## config.mk

```make
export PLATFORM = sky130hd
export DESIGN_NAME = rotate_ctrl_flat
export DESIGN_NICKNAME = d
export VERILOG_FILES = /design/src/rtl/rotate_ctrl_if.sv /design/src/rtl/rotate_ctrl.sv /design/src/flat_wrapper.sv
export SDC_FILE = /design/constraint.sdc
export NUM_CORES = 1
export LEC_CHECK = 0
export CAP_MARGIN = 0
export CORE_ASPECT_RATIO = 0.5
export CORE_MARGIN = 5
export CORE_UTILIZATION = 40
export DETAILED_ROUTE_END_ITERATION = 12
export PLACE_DENSITY = 0.66
export SLEW_MARGIN = 40
export SYNTH_ARGS = -nofsm -noshare
export SYNTH_HDL_FRONTEND = slang
export SYNTH_SLANG_ARGS = --single-unit
export TNS_END_PERCENT = 50
```

## constraint.sdc

```tcl
create_clock -name clk -period 3.2 [get_ports clk]
set_clock_uncertainty 0.15 [all_clocks]
set_input_delay 0.32 -clock clk [delete_from_list [all_inputs] [get_ports clk]]
set_output_delay 0.32 -clock clk [all_outputs]
set_load 0.1 [all_outputs]
```

## src/rtl/rotate_ctrl_if.sv

```systemverilog
// rotate_ctrl_if: candidate bus between the rotation sequencer and the collision checker
interface rotate_ctrl_if;
  logic [3:0] cand_type;
  logic [9:0] cand_x;
  logic       cand_valid;
  logic       stop;
  modport master (output cand_type, cand_x, cand_valid, input stop);
  modport slave (input cand_type, cand_x, cand_valid, output stop);
endinterface

```

## src/rtl/rotate_ctrl.sv

```systemverilog
// rotate_ctrl: rotation sequencer for the active piece; define ROT_KICK_EN to enable wall-kick retries
module rotate_ctrl #(
  parameter int SIZE  = 16,
  parameter int X_MIN = 240,
  parameter int X_MAX = 400
) (
  input  logic                clk,
  input  logic                rst_n,
  input  logic                load,
  input  logic [3:0]          load_type,
  input  logic [9:0]          load_x,
  input  logic                x_wr,
  input  logic [9:0]          x_in,
  input  logic                freeze,
  input  logic                rot_req,
  rotate_ctrl_if.master       chk,
  output logic [3:0]          cur_type,
  output logic [9:0]          cur_x,
  output logic                busy,
  output logic                rot_done,
  output logic                rot_fail
);
  localparam logic [9:0] X_RST = 10'(X_MIN + 4 * SIZE);
  localparam logic [9:0] SZ = 10'(SIZE);
  if (X_MAX <= X_MIN + 4 * SIZE) begin : g_bad_field
    $error("rotate_ctrl: spawn column lies outside the playfield");
  end
  typedef enum logic [2:0] {IDLE, PROPOSE, EVAL, DONE, FAIL} state_t;
  state_t     state_q, state_d;
  logic [3:0] cur_type_q, cur_type_d, cand_type_q, cand_type_d;
  logic [9:0] cur_x_q, cur_x_d, cand_x_q, cand_x_d;
  logic [1:0] attempt_q, attempt_d;
  logic       skip_q, skip_d, rot_req_q;
  logic       busy_q, busy_d, cand_valid_q, cand_valid_d;
  logic       rot_done_q, rot_done_d, rot_fail_q, rot_fail_d;
  logic       req;
  function automatic logic [3:0] rot_map(input logic [3:0] t);
    case (t)
      4'd1:    rot_map = 4'd2;
      4'd2:    rot_map = 4'd1;
      4'd3:    rot_map = 4'd4;
      4'd4:    rot_map = 4'd5;
      4'd5:    rot_map = 4'd6;
      4'd6:    rot_map = 4'd3;
      4'd7:    rot_map = 4'd8;
      4'd8:    rot_map = 4'd7;
      4'd9:    rot_map = 4'd10;
      4'd10:   rot_map = 4'd9;
      default: rot_map = t;
    endcase
  endfunction
  assign req = rot_req & ~rot_req_q;
  // Type 0 and invalid types sit one silent cycle in DONE/FAIL (skip) so their pulse lands a cycle after accept
  always_comb begin
    state_d     = state_q;
    cur_type_d  = cur_type_q;
    cur_x_d     = cur_x_q;
    cand_type_d = cand_type_q;
    cand_x_d    = cand_x_q;
    attempt_d   = attempt_q;
    skip_d      = 1'b0;
    if (load) begin
      state_d    = IDLE;
      cur_type_d = load_type;
      cur_x_d    = load_x;
      attempt_d  = 2'd0;
    end else begin
      case (state_q)
        IDLE: begin
          if (x_wr) cur_x_d = x_in;
          if (req && !freeze) begin
            if (cur_type_q == 4'd0) begin
              state_d = DONE;
              skip_d  = 1'b1;
            end else if (cur_type_q > 4'd10) begin
              state_d = FAIL;
              skip_d  = 1'b1;
            end else begin
              state_d     = PROPOSE;
              cand_type_d = rot_map(cur_type_q);
              cand_x_d    = cur_x_q;
              attempt_d   = 2'd0;
            end
          end
        end
        PROPOSE: state_d = EVAL;
        EVAL: begin
          if (!chk.stop) begin
            state_d    = DONE;
            cur_type_d = cand_type_q;
            cur_x_d    = cand_x_q;
          end else begin
`ifdef ROT_KICK_EN
            if (attempt_q == 2'd2) state_d = FAIL;
            else begin
              state_d   = PROPOSE;
              cand_x_d  = attempt_q == 2'd0 ? cur_x_q - SZ : cur_x_q + SZ;
              attempt_d = attempt_q + 2'd1;
            end
`else
            state_d = FAIL;
`endif
          end
        end
        default: state_d = skip_q ? state_q : IDLE;
      endcase
    end
    if (state_d inside {IDLE, DONE, FAIL}) begin
      cand_type_d = cur_type_d;
      cand_x_d    = cur_x_d;
    end
    busy_d       = state_d != IDLE;
    cand_valid_d = state_d == PROPOSE || state_d == EVAL;
    rot_done_d   = state_d == DONE && !skip_d;
    rot_fail_d   = state_d == FAIL && !skip_d;
  end
  always_ff @(posedge clk or negedge rst_n) begin
    if (!rst_n) begin
      state_q      <= IDLE;
      cur_type_q   <= 4'd0;
      cur_x_q      <= X_RST;
      cand_type_q  <= 4'd0;
      cand_x_q     <= X_RST;
      attempt_q    <= 2'd0;
      skip_q       <= 1'b0;
      rot_req_q    <= 1'b0;
      busy_q       <= 1'b0;
      cand_valid_q <= 1'b0;
      rot_done_q   <= 1'b0;
      rot_fail_q   <= 1'b0;
    end else begin
      state_q      <= state_d;
      cur_type_q   <= cur_type_d;
      cur_x_q      <= cur_x_d;
      cand_type_q  <= cand_type_d;
      cand_x_q     <= cand_x_d;
      attempt_q    <= attempt_d;
      skip_q       <= skip_d;
      rot_req_q    <= rot_req;
      busy_q       <= busy_d;
      cand_valid_q <= cand_valid_d;
      rot_done_q   <= rot_done_d;
      rot_fail_q   <= rot_fail_d;
    end
  end
  assign chk.cand_type  = cand_type_q;
  assign chk.cand_x     = cand_x_q;
  assign chk.cand_valid = cand_valid_q;
  assign cur_type       = cur_type_q;
  assign cur_x          = cur_x_q;
  assign busy           = busy_q;
  assign rot_done       = rot_done_q;
  assign rot_fail       = rot_fail_q;
endmodule

```

## src/flat_wrapper.sv

```systemverilog
// flat-port wrapper written by rule: the top's interface ports become plain ports
module rotate_ctrl_flat 
#(
  parameter int SIZE  = 16,
  parameter int X_MIN = 240,
  parameter int X_MAX = 400
)
  (clk, rst_n, load, load_type, load_x, x_wr, x_in, freeze, rot_req, cur_type, cur_x, busy, rot_done, rot_fail, chk_cand_type, chk_cand_x, chk_cand_valid, chk_stop);
  rotate_ctrl_if chk_i ();
  input  logic clk;
  input  logic rst_n;
  input  logic load;
  input  logic [3:0] load_type;
  input  logic [9:0] load_x;
  input  logic x_wr;
  input  logic [9:0] x_in;
  input  logic freeze;
  input  logic rot_req;
  output logic [3:0] cur_type;
  output logic [9:0] cur_x;
  output logic busy;
  output logic rot_done;
  output logic rot_fail;
  output wire logic [$bits(chk_i.cand_type)-1:0] chk_cand_type;
  output wire logic [$bits(chk_i.cand_x)-1:0] chk_cand_x;
  output wire logic [$bits(chk_i.cand_valid)-1:0] chk_cand_valid;
  input wire logic [$bits(chk_i.stop)-1:0] chk_stop;
  assign chk_cand_type = chk_i.cand_type;
  assign chk_cand_x = chk_i.cand_x;
  assign chk_cand_valid = chk_i.cand_valid;
  assign chk_i.stop = chk_stop;
  rotate_ctrl #(.SIZE(SIZE), .X_MIN(X_MIN), .X_MAX(X_MAX)) u_core (.clk(clk), .rst_n(rst_n), .load(load), .load_type(load_type), .load_x(load_x), .x_wr(x_wr), .x_in(x_in), .freeze(freeze), .rot_req(rot_req), .chk(chk_i), .cur_type(cur_type), .cur_x(cur_x), .busy(busy), .rot_done(rot_done), .rot_fail(rot_fail));
endmodule
```

==> impl_metrics.tcl <==
set metrics [dict create \
    antennaDiodeCount 0 \
    synth-adder-area-share_pct 0 \
    worstSkewPairLatency_ps 280 \
    hpwl_um 4265 \
    status "complete, no violations" \
    worst-path-max-fanout 13 \
    drc 0 \
    max_stage_delay_ps 630 \
    async_flop_share_pct 100.0 \
    area_growth_pct 34.36 \
    cp.required_ps 3210 \
    routedWlPerCell_um 17.26 \
    clkTransAtPathRegs_ps 60 \
    clk_path_buf_depth 2 \
    yosys.cell_types.count 50 \
    numCtsBuffers 5 \
    routabilityCongestion 0.8687 \
    crit_chain "nor4_1 > nand3_1 > a311o_4 > clkinv_4 > mux2_4 > mux2_4" \
    clock-root-buffer "clkbuf_16" \
    grt_use_total_pct 16.50 \
    cpLargestDelayFamily "simple AND/OR/NAND/NOR gates" \
    instances_no_fill 349 \
    critical_path_class "register to register" \
    worst_slack_ps 303.1 \
    synth_warnings 0 \
    fin_crit_ps 2897 \
    drt_iter0_markers 109 \
    design.core.area_mm2 0.005492 \
    grt_max_degree 38 \
    die_y_um 63.34 \
    leakage_nw 1.394 \
    synth_compound_area_share_pct 22.98 \
    drv_cap 0 \
    grt_pass1_wl_um 9639 \
    cts_tree "yes" \
    drive_gt1_share_pct 32.97 \
    start_util_pct 41.44 \
    critPathCaptureType "register" \
    synth.area.mux_share_pct 15.83 \
    totalWireLength_um 6025 \
    fmax_mhz 345.2 \
    tightestPinTransition_ps 686.3 \
    crit_path_frequent_cell "mux2_4" \
    synth_nets 242 \
    vias 1945 \
    grt_pass1_vias 1866 \
    cp.arrival_ps 2910 \
    antenna_found_initial 0 \
    fin_crit_sh_pct 90.53 \
    synthSimpleGateAreaFrac_pct 14.95 \
    place_worst_setup_slack_ps 236.1 \
    p_per_area_mw_per_mm2 701.8 \
    syn_area_per_cell_um2 10.79 \
    synth_top_family_by_area "compound AO/OA/AOI/OAI gates" \
    port_buffers 62 \
    ys_seq_elements 37 \
    pin_count 63 \
    fin_tns_setup_ps 0 \
    first_pass_iters 4 \
    ys.flop_type "dfrtp_1" \
    die_w_um 116.7 \
    cts_resized 0 \
    netlist_instances 211 \
    final_core_util_pct 55.68 \
    dieArea_mm2 0.007390 \
    setup_violations 0 \
    start_kind "register" \
    cts_hold_buf 0 \
    vias_per_cell 5.573 \
    hold_viol 0 \
    synth-edff-count 0 \
    timing.slew.headroom_pct 53.90 \
    htree_levels 2 \
    rsz0062_at_grt "no" \
    cts_setup_buffers 0 \
    synth_area_mm2 0.002276 \
    place_inst 340 \
    fillerInstances 484 \
    synth-seq-area-share_pct 41.01 \
    clkSinkCount 37 \
    ant_nets 0 \
    synth_xor_area_share_pct 0 \
    vdd_drop_max_mv 0.4105 \
    slew_viol_final 0 \
    critPathBufInv 1 \
    slowest_stage "nor4_1" \
    rows 19 \
    final_nets 306 \
    hold_path_class "register to register" \
    grt-ovfl-total 0 \
]
[Yosys cell counts (all sizes together) (2+ instances only)]
cell | number | share of area (%)
nor4bb | 2 | 0.88
inv | 10 | 1.6
or4b | 2 | 1.2
o41ai | 3 | 1.2
a21o | 2 | 0.66
nand2b | 2 | 0.55
o311ai | 2 | 0.77
o21ai | 5 | 1.3
dfstp | 6 | 6.9
dfrtp | 31 | 34
a2bb2oi | 2 | 0.77
a22o | 10 | 3.8
nor2 | 7 | 1.3
buf | 5 | 2.0
nor3 | 5 | 1.1
clkbuf | 7 | 1.2
a211o | 11 | 4.2
nor4b | 2 | 1.0
a21oi | 14 | 3.1
o31ai | 2 | 0.66
nand2 | 11 | 1.9
o211ai | 3 | 0.99
nor4 | 3 | 1.1
a22oi | 3 | 0.99
and2 | 11 | 3.0
mux2 | 26 | 15
nand3b | 2 | 0.66
o21a | 3 | 0.99
mux2i | 3 | 1.3
nand3 | 4 | 0.88
[report_power, final]
group | switching (W) | internal (W) | leakage [nW]
logic | 0.000690 | 0.000271 | 0.862
clock network | 0.000184 | 0.000389 | 0.0841
registers | 0.0000658 | 0.000546 | 0.449
[cells by family (layout without fill, tap and decap cells)]
group / count (synthesis) / in the layout
buffers and inverters: 23 / 88
AOI/OAI and AO/OA: 67 / 67
and+or+nand+nor: 55 / 55
muxes: 29 / 29
DFF: 37 / 37
[layout by cell type (no fill, tap or decap), drive strengths merged, types with 3 or more instances in the layout]
cell and instances:
nor3 5, and2 11, buf 39, dfstp 6, nor2 7, nand2 11, clkbuf 7, inv 10
o41ai 3, mux2i 3, dfrtp 31, a211o 11, mux2 26, a21oi 14, clkdlybuf4s50 29, o21a 3
a22o 10, o21ai 5, nand3 4, o211ai 3, nor4 3, a22oi 3
[metal layers]
layer  up-vias  share of wire, %  track usage [%]
li1        933                 -                -
met1       948                46            22.55
met2        56                47            26.85
met3         8               6.4            2.868
met4         0               1.3            4.721
met5         -                 0                0
[cell type report]
| class | instances | area [µm²] | area share (%) |
|---|---|---|---|
| clock inverters | 1 | 30.03 | 0.9820 |
| inverters | 11 | 46.29 | 1.514 |
| clock buffers | 7 | 142.6 | 4.664 |
| repair buffers | 69 | 575.6 | 18.82 |
| flip-flops and latches | 37 | 933.4 | 30.52 |
| well taps | 73 | 91.34 | 2.987 |
| multi-input cells | 151 | 1239 | 40.51 |
[metrics by stage]
step,hold WS [ps],total power [W],area (µm²)
floorplan,-125.6,0.001367,2276
detailed placement,318.4,0.001580,2870
global route,414.8,0.002232,3058
CTS,16.59,0.002159,3043
finish,385.8,0.002146,3058
global placement,304.1,0.001585,2893
[final timing paths]
kind                               startpoint  cells after the start  slack (ps)                 endpoint
hold reg to reg               u_core.cur_x[7]                      1         390          u_core.cur_x[7]
max in group asynchronous               rst_n                      2        2150     u_core.chk.cand_x[4]
min in group asynchronous               rst_n                      2         400  u_core.chk.cand_type[2]
setup / recovery           u_core.cur_type[0]                      6         300     u_core.chk.cand_x[3]
setup reg to reg           u_core.cur_type[0]                      6         300     u_core.chk.cand_x[3]
hold / removal                u_core.cur_x[7]                      1         390          u_core.cur_x[7]
[registers in the layout, indices dropped and copies added (netlist names)]
| signal | flops |
|---|---|
| u_core.chk.cand_type | 4 |
| u_core.chk.cand_x | 10 |
| u_core.skip_q | 1 |
| u_core.cur_x | 10 |
| u_core.busy | 1 |
| u_core.rot_req_q | 1 |
| u_core.cur_type | 4 |
| u_core.rot_fail | 1 |
| u_core.state_q | 3 |
| u_core.rot_done | 1 |
| u_core.chk.cand_valid | 1 |
Note: power is estimated with default switching activity, not from simulation.
